<file path="config.mk">
export PLATFORM = sky130hd
export DESIGN_NAME = mult_sequencer
export DESIGN_NICKNAME = d
export VERILOG_FILES = /design/src/rtl/mult_sequencer.sv
export SDC_FILE = /design/constraint.sdc
export NUM_CORES = 1
export LEC_CHECK = 0
export ABC_CLOCK_PERIOD_IN_PS = 2200
export CAP_MARGIN = 5
export CORE_MARGIN = 8
export CORE_UTILIZATION = 48
export DETAILED_ROUTE_END_ITERATION = 10
export PLACE_DENSITY_LB_ADDON = 0.2
export SLEW_MARGIN = 30
export SYNTH_ARGS = -nofsm -noshare
export SYNTH_HDL_FRONTEND = slang
export SYNTH_SLANG_ARGS = --single-unit
</file>
<file path="constraint.sdc">
create_clock -name clk -period 2.2 [get_ports clk]
set_clock_uncertainty 0.15 [all_clocks]
set_input_delay 0.22 -clock clk [delete_from_list [all_inputs] [get_ports clk]]
set_output_delay 0.22 -clock clk [all_outputs]
set_load 0.05 [all_outputs]
</file>
<file path="src/rtl/mult_sequencer.sv">
// Purpose: execute-stage sequencer for MUL/MLA, UMULL/SMULL and UMLAL/SMLAL multiplier operations.
// Latency: result at cycle MUL_WAIT after start; long ops add one or two more word cycles.
// Backpressure: StallE freezes the sequence and masks its strobes; FlushE or reset aborts it.
module mult_sequencer #(
  parameter int MUL_WAIT = 0
) (
  input  logic       clk,
  input  logic       reset,
  input  logic       MultStartE,
  input  logic [2:0] MultControlE,
  input  logic       SetFlagsE,
  input  logic       StallE,
  input  logic       FlushE,
  output logic       MultEnable,
  output logic       WriteMultLoE,
  output logic       MultStallE,
  output logic       MultResultValidE,
  output logic       MultDestHiE,
  output logic       MultFlagWriteE,
  output logic       MultBusyE
);

  typedef enum logic [2:0] {IDLE, WAIT, CAPT, ACC_LO, HI} state_t;

  state_t     state, nxt;
  logic [3:0] waitcnt, waitcnt_nxt;
  logic       long_q, acc_q, sf_q;
  logic       c_long, c_acc, c_sf;
  logic       start, capt_now, kill;
  logic       en, wml, vld, hi, flg, stl;

  // The sign bit only affects the datapath, not the sequencing.
  logic unused_sign;
  assign unused_sign = MultControlE[1];

  assign start = (state == IDLE) & MultStartE & ~StallE & ~FlushE;
  assign kill  = ~reset | FlushE;

  // Control comes straight from the instruction in its start cycle, from the latch afterwards.
  assign c_long = (state == IDLE) ? MultControlE[2] : long_q;
  assign c_acc  = (state == IDLE) ? MultControlE[0] : acc_q;
  assign c_sf   = (state == IDLE) ? SetFlagsE       : sf_q;

  // With no wait the start cycle itself is the capture cycle.
  assign capt_now = (state == CAPT) | (start & (MUL_WAIT == 0));

  // Next-state and raw per-state strobes, before stall/flush masking.
  always_comb begin
    nxt         = state;
    waitcnt_nxt = waitcnt;
    en          = 1'b0;
    wml         = 1'b0;
    vld         = 1'b0;
    hi          = 1'b0;
    flg         = 1'b0;
    stl         = 1'b0;
    case (state)
      IDLE: begin
        if (start && (MUL_WAIT != 0)) begin
          stl = 1'b1;
          if (MUL_WAIT == 1) begin
            nxt = CAPT;
          end else begin
            nxt         = WAIT;
            waitcnt_nxt = 4'(MUL_WAIT - 1);
          end
        end
      end
      WAIT: begin
        stl = 1'b1;
        if (waitcnt <= 4'd1) begin
          nxt         = CAPT;
          waitcnt_nxt = 4'd0;
        end else begin
          waitcnt_nxt = waitcnt - 4'd1;
        end
      end
      ACC_LO: begin
        en  = 1'b1;
        vld = 1'b1;
        stl = 1'b1;
        nxt = HI;
      end
      HI: begin
        wml = ~c_acc;
        vld = 1'b1;
        hi  = 1'b1;
        flg = c_sf;
        nxt = IDLE;
      end
      default: nxt = IDLE;
    endcase
    if (capt_now) begin
      // Accumulating long ops capture only; the low word appears one cycle later.
      en  = 1'b1;
      vld = ~(c_long & c_acc);
      flg = ~c_long & c_sf;
      stl = c_long;
      if (!c_long)
        nxt = IDLE;
      else if (c_acc)
        nxt = ACC_LO;
      else
        nxt = HI;
    end
  end

  // State, wait counter and latched control; stall freezes, flush and reset abort.
  always_ff @(posedge clk) begin
    if (!reset) begin
      state   <= IDLE;
      waitcnt <= 4'd0;
      long_q  <= 1'b0;
      acc_q   <= 1'b0;
      sf_q    <= 1'b0;
    end else if (FlushE) begin
      state   <= IDLE;
      waitcnt <= 4'd0;
    end else if (!StallE) begin
      state   <= nxt;
      waitcnt <= waitcnt_nxt;
      if (start) begin
        long_q <= MultControlE[2];
        acc_q  <= MultControlE[0];
        sf_q   <= SetFlagsE;
      end
    end
  end

  // Strobes are masked while stalled; everything drops on flush or reset.
  always_comb begin
    MultEnable       = en  & ~StallE & ~kill;
    WriteMultLoE     = wml & ~StallE & ~kill;
    MultResultValidE = vld & ~StallE & ~kill;
    MultDestHiE      = hi & vld & ~StallE & ~kill;
    MultFlagWriteE   = flg & ~StallE & ~kill;
    MultStallE       = stl & ~kill;
    MultBusyE        = (state != IDLE) & ~kill;
  end

endmodule

</file>
==> impl_results.rst, run 1 <==
.. list-table::
   :header-rows: 1

   * - Metric
     - Value
   * - Detailed-route DRC error count
     - 0
   * - Buffer count from post-CTS setup fixing
     - 0
   * - H-Tree Depth
     - 1
   * - Worst hold path class
     - in2reg
   * - Gate count of the mapped netlist
     - 84
   * - Final Non-Filler Cells
     - ~120
   * - Post-route clock period utilization
     - 95.02%
   * - Clk sinks
     - 10
   * - Placeable core area
     - ~1500 um^2
   * - Post-Syn Area per Cell
     - 8.758 um^2
   * - TritonCTS Buffers
     - 3
   * - Max rail drop VDD
     - 0.0004945 V
   * - Warnings from Yosys
     - 0
   * - Vias in the first global route
     - roughly 710
   * - Via Count
     - approximately 700
   * - Worst hold path cell count
     - 4
   * - Gr usage total
     - 13.23%
   * - Most frequent cell after synthesis
     - sky130_fd_sc_hd__dfxtp_1
   * - Final hold slack
     - roughly 0.31 ns
   * - Antenna viol nets, final
     - 0
   * - Crit-path max FO
     - 4
   * - Cell type with the highest aggregate area in the netlist
     - sky130_fd_sc_hd__dfxtp_1
   * - Worst R2R Start
     - waitcnt[0]
   * - Largest cells by area after synthesis
     - sky130_fd_sc_hd__dfxtp_1 27%, sky130_fd_sc_hd__nor2_1 4.6%, sky130_fd_sc_hd__buf_6 4.6%
   * - CP Class
     - in2out
   * - Register-to-Register Path Depth
     - 7
   * - Launching element type of the critical path
     - primary input
   * - Iter 0 DRT Violations
     - 15
   * - Sort of element at the end of the critical path
     - output port
   * - Power per unit of standard cell area
     - 402.3 nW/um^2
   * - Number of rows created at floorplan
     - 14
   * - Actual transition at the worst max-transition pin
     - 0.4081 ns
   * - Wire length of the first global-routing pass
     - 2946 um
   * - Cell area after synthesis
     - 735.7 um^2
   * - Overflow left after global routing
     - 0
   * - Final setup violation count
     - 0
   * - Share of flip-flops with an asynchronous set or reset after synthesis
     - 0%
   * - Buffers on Ports
     - 14
   * - Number of buffers inserted for hold repair after clock tree synthesis
     - 0
   * - Yosys cell types
     - 39
   * - Final wirelength
     - 1781 um
   * - Portion of the post-synthesis area used by sequential elements
     - approximately 27%
   * - CP arrival
     - roughly 1.7 ns
   * - RD Place Congestion
     - 0.8682
   * - Vertical extent of the die
     - 55.15 um
   * - Fraction of final layout cells sized beyond drive strength 1
     - 33.02%
   * - Minimum clock period
     - ~2.1 ns
   * - Via-per-instance ratio
     - 5.762
   * - Result of the run
     - finished, final reports clean
   * - Layout net count
     - about 120
   * - Critical path startpoint
     - reset
   * - Root Buffer Master
     - sky130_fd_sc_hd__clkbuf_4
   * - Worst setup path end
     - MultResultValidE
   * - Placed instance count
     - 118
   * - Clock Tree Buf Depth
     - 2
   * - Total Neg Setup Slack
     - 0 ns
   * - Count of flip-flops with a built-in enable after synthesis
     - 0
   * - Drt pass-1 iters
     - 5
   * - Max-slew violations
     - 0
   * - Ports placed on the boundary
     - 16
   * - Ant diodes
     - 0
   * - Total nets after synthesis
     - 95
   * - Worst slew margin relative to its limit
     - around 73%
   * - Area enclosed by the die boundary
     - 3042 um^2
   * - Final-report hold violation count
     - 0
   * - Leakage power of the design
     - 0.4369 nW
   * - Estimated wirelength of the detail-placed design
     - roughly 1400 um
   * - Ys flop type
     - sky130_fd_sc_hd__dfxtp_1
   * - Seq cells post-synth
     - 10
   * - Effective utilization at floorplan
     - 50.00%
   * - Number of maximum-capacitance violations
     - 0
   * - Largest net degree at the start of global routing
     - 10
   * - Average wire length per cell after detail routing
     - around 15 um
   * - Clock Pin Slew Worst Setup and Hold Paths
     - 0.07 ns
   * - Setup repair after global routing missed its margin
     - false
   * - Worst reg2reg endpoint
     - state[2]
   * - CTS tree
     - done
   * - Highest attainable clock frequency
     - 478.3 MHz
   * - Die span in x
     - between 50 and 60 um
   * - Number of antenna violations at the first check in global routing
     - 0
   * - Proportion of netlist area held by the largest area contributor
     - a little over a quarter
   * - Final total power
     - 0.0004328 W
   * - Post-synthesis to final-layout area growth
     - 46.26%
   * - Internal reg-to-reg setup slack
     - 0.47 ns
   * - Skew-Pair Late Insertion Delay
     - 0.27 ns
   * - Top cells by instance count after synthesis
     - 10 x sky130_fd_sc_hd__dfxtp_1, 9 x sky130_fd_sc_hd__nor2_1, 8 x sky130_fd_sc_hd__nand2_1
   * - Data required, critical path
     - 1.83 ns
[layout make-up]
cell class | instances | area (um^2)
Clock buffer | 4 | 36.28
Fill cell | 113 | 395.4
Inverter | 7 | 26.28
Multi-Input combinational cell | 63 | 510.5
Sequential cell | 10 | 200.2
Tap cell | 16 | 20.02
Timing Repair Buffer | 22 | 282.8
[what timing repair did]
| action | in CTS | in global routing |
|---|---|---|
| pin swaps | 0 | 4 |
| setup endpoints to repair | 1 | 4 |
| resized for setup | 1 | 6 |
| cloned | 0 | 0 |
[state kept, by name (all words and copies together) (netlist names)]
| signal | count |
|---|---|
| long_q | 1 |
| sf_q | 1 |
| state | 3 |
| acc_q | 1 |
| waitcnt | 4 |
[metrics by stage]
| stage | util, % | instance area [um^2] | setup slack (ns) |
|---|---|---|---|
| CTS | 71.77 | 1056 | 0.01780 |
| global route | 73.13 | 1076 | 0.02546 |
| global placement | 68.88 | 1013 | 0.03431 |
| detailed placement | 68.88 | 1013 | 0.02622 |
| floorplan | - | 762.0 | 0.1245 |
| finish | 73.13 | 1076 | 0.1095 |
[worst max-delay path, cell delays in order]
cell and delay [ns]:
sky130_fd_sc_hd__clkdlybuf4s50_1 0.51, sky130_fd_sc_hd__or2b_4 0.29, sky130_fd_sc_hd__buf_4 0.15, sky130_fd_sc_hd__a2111oi_4 0.31, sky130_fd_sc_hd__clkbuf_16 0.23
[placed cells by master, fill, tap and decap left out, drive strengths merged, types with 2 or more instances in the layout]
| cell | instances |
|---|---|
| a21boi | 3 |
| dfxtp | 10 |
| or2b | 2 |
| inv | 7 |
| nand2 | 8 |
| nand3 | 4 |
| nor2 | 9 |
| dlymetal6s2s | 3 |
| buf | 14 |
| a21oi | 4 |
| ha | 2 |
| o21ai | 3 |
| nor3 | 4 |
| nor3b | 2 |
| mux2i | 2 |
| and3 | 2 |
| clkbuf | 5 |
| clkdlybuf4s50 | 4 |
[per-layer routing]
layer	track usage, %	wire, um
met1	14.70	745
met2	22.20	895
met3	2.941	101
met4	8.400	38
met5	0	0
[how the worst min path moves through the flow]
stage | slack [ns] | from | to
5_1_grt | 0.34 | FlushE | state[2]
3_5_place_dp | 0.33 | waitcnt[2] | waitcnt[2]
2_1_floorplan | 0.22 | reset | acc_q
4_1_cts | 0.34 | sf_q | sf_q
3_3_place_gp | 0.31 | sf_q | sf_q
6_report | 0.31 | FlushE | state[2]
[cells by family (layout without fill, tap and decap cells)]
group / Yosys count / count (layout) / synth area share (%)
buf+inv: 11 / 33 / 8.842
simple gates: 36 / 36 / 29.25
mux: 3 / 3 / 4.252
fa+ha+maj: 2 / 2 / 3.401
compound gates: 20 / 20 / 24.66
flops: 10 / 10 / 27.21
xor+xnor: 2 / 2 / 2.381
[report_power, final]
part / total (W) / switching [W] / internal (W)
registers: 0.000188 / 0.00000425 / 0.000183
logic: 0.0000762 / 0.0000377 / 0.0000384
clock network: 0.000169 / 0.0000683 / 0.000101
total: 0.000433 / 0.000110 / 0.000323
No activity file was read; power rests on OpenSTA's default activity.
==> run 2, diff against run 1 <==
- CORE_AREA: unset -> 8 8 45 47
- CORE_MARGIN: 8 -> unset
- CORE_UTILIZATION: 48 -> unset
- DIE_AREA: unset -> 0 0 53 55
- DONT_BUFFER_PORTS: unset -> 1
==> run 2 against run 1 <==
Clock power is essentially flat. Critical path type is now reg2out. Fmax decreased by 0.53%. Global-route usage shrank 0.19 points. Final cell count is 8.2% lower. Non-clock buffer count shrank 10. Power shrank 4.9%. Largest power group unchanged. Core utilization is 6.3 points lower. Largest cell class unchanged. Register-to-register slack worse by 0.12 ns. Highest routed layer unchanged. Die area is 4.2% lower. Critical path depth stayed put. First-iteration DRC count grew 20%.
==> impl_results.rst, run 2 (synthesized netlist as in run 1, its figures left out) <==
.. list-table::
   :header-rows: 1

   * - Metric
     - Value
   * - Result of the run
     - finished, final reports clean
   * - Clock Tree Buf Depth
     - 2 (unchanged)
   * - Post-synthesis to final-layout area growth
     - 25.68%
   * - CP Class
     - reg2out
   * - Buffers on Ports
     - 0 (-14)
   * - Layout net count
     - 108 (-8.5%)
   * - Post-route clock period utilization
     - 95.53% (+0.51 points)
   * - Max rail drop VDD
     - 0.0004626 V (-6.5%)
   * - Fraction of final layout cells sized beyond drive strength 1
     - 31.25% (-1.8 points)
   * - Gr usage total
     - 13.04% (-0.19 points)
   * - Final wirelength
     - 1634 um (-8.3%)
   * - Detailed-route DRC error count
     - 0 (unchanged)
   * - Iter 0 DRT Violations
     - 18 (+3)
   * - Launching element type of the critical path
     - flop
   * - Number of rows created at floorplan
     - 14 (unchanged)
   * - Vias in the first global route
     - 599 (-16%)
   * - Largest net degree at the start of global routing
     - 11 (+1)
   * - H-Tree Depth
     - 1 (unchanged)
   * - Multi-input combinational cell area
     - 503.0 um^2 (-1.5%)
   * - Number of fill cells in the layout
     - 116 (+2.7%)
   * - Die span in x
     - 53 um (-3.9%)
   * - Placeable core area
     - 1384 um^2 (-6.0%)
   * - Cells along the critical path
     - nor3_4, buf_6, mux2_2, and4_1, buf_6
   * - Actual transition at the worst max-transition pin
     - 0.4148 ns (+0.006679 ns)
   * - Data required, critical path
     - 1.83 ns (about the same)
   * - Net switching power of the design
     - 0.0001033 W (-6.4%)
   * - Vertical extent of the die
     - 55 um (-0.27%)
   * - Most frequent standard cell in the layout excluding fill and tap cells
     - sky130_fd_sc_hd__nor2_1
   * - Final setup violation count
     - 0 (unchanged)
   * - Number of flip-flops in the largest register
     - 4 (unchanged)
   * - Internal power contribution
     - 0.0003082 W (-4.4%)
   * - Final-report hold violation count
     - 0 (unchanged)
   * - Root Buffer Master
     - sky130_fd_sc_hd__clkbuf_4
   * - Clock Pin Slew Worst Setup and Hold Paths
     - 0.07 ns (about the same)
   * - CTS tree
     - done
   * - Number of maximum-capacitance violations
     - 0 (unchanged)
   * - Leading registers by flop count
     - waitcnt (4), state (3)
   * - Slowest-stage cell, CP
     - sky130_fd_sc_hd__dfxtp_4
   * - Highest attainable clock frequency
     - 475.8 MHz (-0.53%)
   * - Number of antenna violations at the first check in global routing
     - 0 (unchanged)
   * - Leakage power of the design
     - 0.3510 nW (-20%)
   * - Skew-Pair Late Insertion Delay
     - 0.28 ns (about the same)
   * - Most common cell type on the critical path
     - sky130_fd_sc_hd__buf_6
   * - Seq pwr share
     - 45.4% (+2.0 points)
   * - Worst hold path class
     - in2reg
   * - Logic gate share of total power
     - 13.1% (-4.5 points)
   * - Overflow left after global routing
     - 0 (unchanged)
   * - Power per unit of standard cell area
     - 445.0 nW/um^2 (+11%)
   * - Register name with the most flops
     - waitcnt
   * - Worst slew margin relative to its limit
     - 72.32% (-0.27 points)
   * - Crit-path max FO
     - 10 (+6)
   * - Clk sinks
     - 10 (unchanged)
   * - Via-per-instance ratio
     - 5.884 (+2.1%)
   * - Setup repair after global routing missed its margin
     - false
   * - Ant diodes
     - 0 (unchanged)
   * - Buffer count from post-CTS setup fixing
     - 0 (unchanged)
   * - Estimated wirelength of the detail-placed design
     - 1248 um (-13%)
   * - Max-slew violations
     - 0 (unchanged)
   * - Register area
     - 206.4 um^2 (+3.1%)
   * - Antenna viol nets, final
     - 0 (unchanged)
   * - RD Place Congestion
     - 0.7819 (-9.9%)
   * - Area enclosed by the die boundary
     - 2915 um^2 (-4.2%)
   * - Clock Power Share
     - 41.5% (+2.5 points)
   * - Via Count
     - 659 (-6.3%)
   * - Minimum clock period
     - 2.102 ns (+0.01120 ns)
   * - Effective utilization at floorplan
     - 53.16% (+3.2 points)
   * - Total Neg Setup Slack
     - 0 ns (unchanged)
   * - Worst path max stage delay
     - 0.38 ns (-0.13 ns)
   * - Drt pass-1 iters
     - 4 (-1)
   * - CP arrival
     - 1.73 ns (about the same)
   * - Most frequent cells in the layout
     - 9 x sky130_fd_sc_hd__nor2_1, 8 x sky130_fd_sc_hd__nand2_1, 7 x sky130_fd_sc_hd__dfxtp_1
   * - Sort of element at the end of the critical path
     - output port
   * - Share of the core filled with cells
     - 66.82% (-6.3 points)
   * - Wire length of the first global-routing pass
     - 2753 um (-6.6%)
   * - Average wire length per cell after detail routing
     - 14.59 um (about the same)
   * - TritonCTS Buffers
     - 3 (unchanged)
   * - Share of total power consumed by net switching
     - 25.09% (-0.39 points)
   * - Ports placed on the boundary
     - 16 (unchanged)
## run 2: changes by cell type in the layout (fill, tap and decap cells not counted)
cell                              change
sky130_fd_sc_hd__nor3_2               -1
sky130_fd_sc_hd__nor3_1               +1
sky130_fd_sc_hd__or2b_2               +1
sky130_fd_sc_hd__or2b_4               -1
sky130_fd_sc_hd__buf_4                -4
sky130_fd_sc_hd__dlygate4sd3_1        +4
sky130_fd_sc_hd__buf_12               -4
sky130_fd_sc_hd__clkbuf_16            -1
sky130_fd_sc_hd__dlymetal6s2s_1       -3
sky130_fd_sc_hd__dfxtp_1              -3
sky130_fd_sc_hd__clkdlybuf4s50_1      -4
sky130_fd_sc_hd__dfxtp_2              +2
sky130_fd_sc_hd__buf_6                +2
sky130_fd_sc_hd__dfxtp_4              +1
## run 2: worst paths after layout
kind / start / end / slack [ns] / cells after the start
setup / recovery: state[2] / MultFlagWriteE / 0.1 / 5
hold / removal: FlushE / long_q / 0.04 / 3
setup reg to reg: state[2] / sf_q / 0.35 / 6
hold reg to reg: waitcnt[2] / waitcnt[2] / 0.35 / 2
## run 2: power groups by stage
stage / Clock [W] / Combinational (W) / Sequential [W]
after floorplan: 0 / 0.0000419 / 0.000191
after global placement: 0 / 0.0000467 / 0.000192
after detailed placement: 0 / 0.0000476 / 0.000192
after CTS: 0.000174 / 0.0000531 / 0.000187
after global routing: 0.000180 / 0.0000580 / 0.000187
final: 0.000171 / 0.0000541 / 0.000187
## run 2: per-layer routing
layer	up-vias	wire length, um	track usage [%]
met2	22	769	21.09
met1	305	659	13.48
met4	0	48	10.34
met3	5	156	4.813
li1	327	-	-
met5	-	0	0
## run 2: final cells by class
type,instances,area share [%]
Sequential cell,10,22.33
Tap cell,16,2.165
Clock buffer,4,3.924
Inverter,7,2.842
Multi-Input combinational cell,63,54.40
Timing Repair Buffer,12,14.34
## run 2: critical path, delay by kind of cell (launching register included)
family,cells,cell delay [ns]
simple gates,2,0.41
buf+inv,2,0.31
flops,1,0.38
mux,1,0.35
## run 2: stage by stage
stage / total power [W] / cell area, um^2 / cells / hold slack [ns] / setup slack [ns]
detailed placement: 0.0002392 / 828.3 / 104 / 0.2316 / 0.2996
global route: 0.0004248 / 924.6 / 112 / 0.04968 / 0.02173
global placement: 0.0002382 / 828.3 / 104 / 0.2273 / 0.3058
finish: 0.0004115 / 924.6 / 112 / 0.03928 / 0.09825
floorplan: 0.0002324 / 762.0 / 84 / 0.2238 / 0.1245
CTS: 0.0004144 / 905.9 / 112 / 0.03597 / 0.01619
## run 2: timing repair
action                                  CTS  global route
endpoints found under the hold margin     3             0
resized for setup                         1             6
hold buffers                              4             0
cloned                                    0             0
endpoints found under the setup margin    2             2
pin swaps                                 0             1
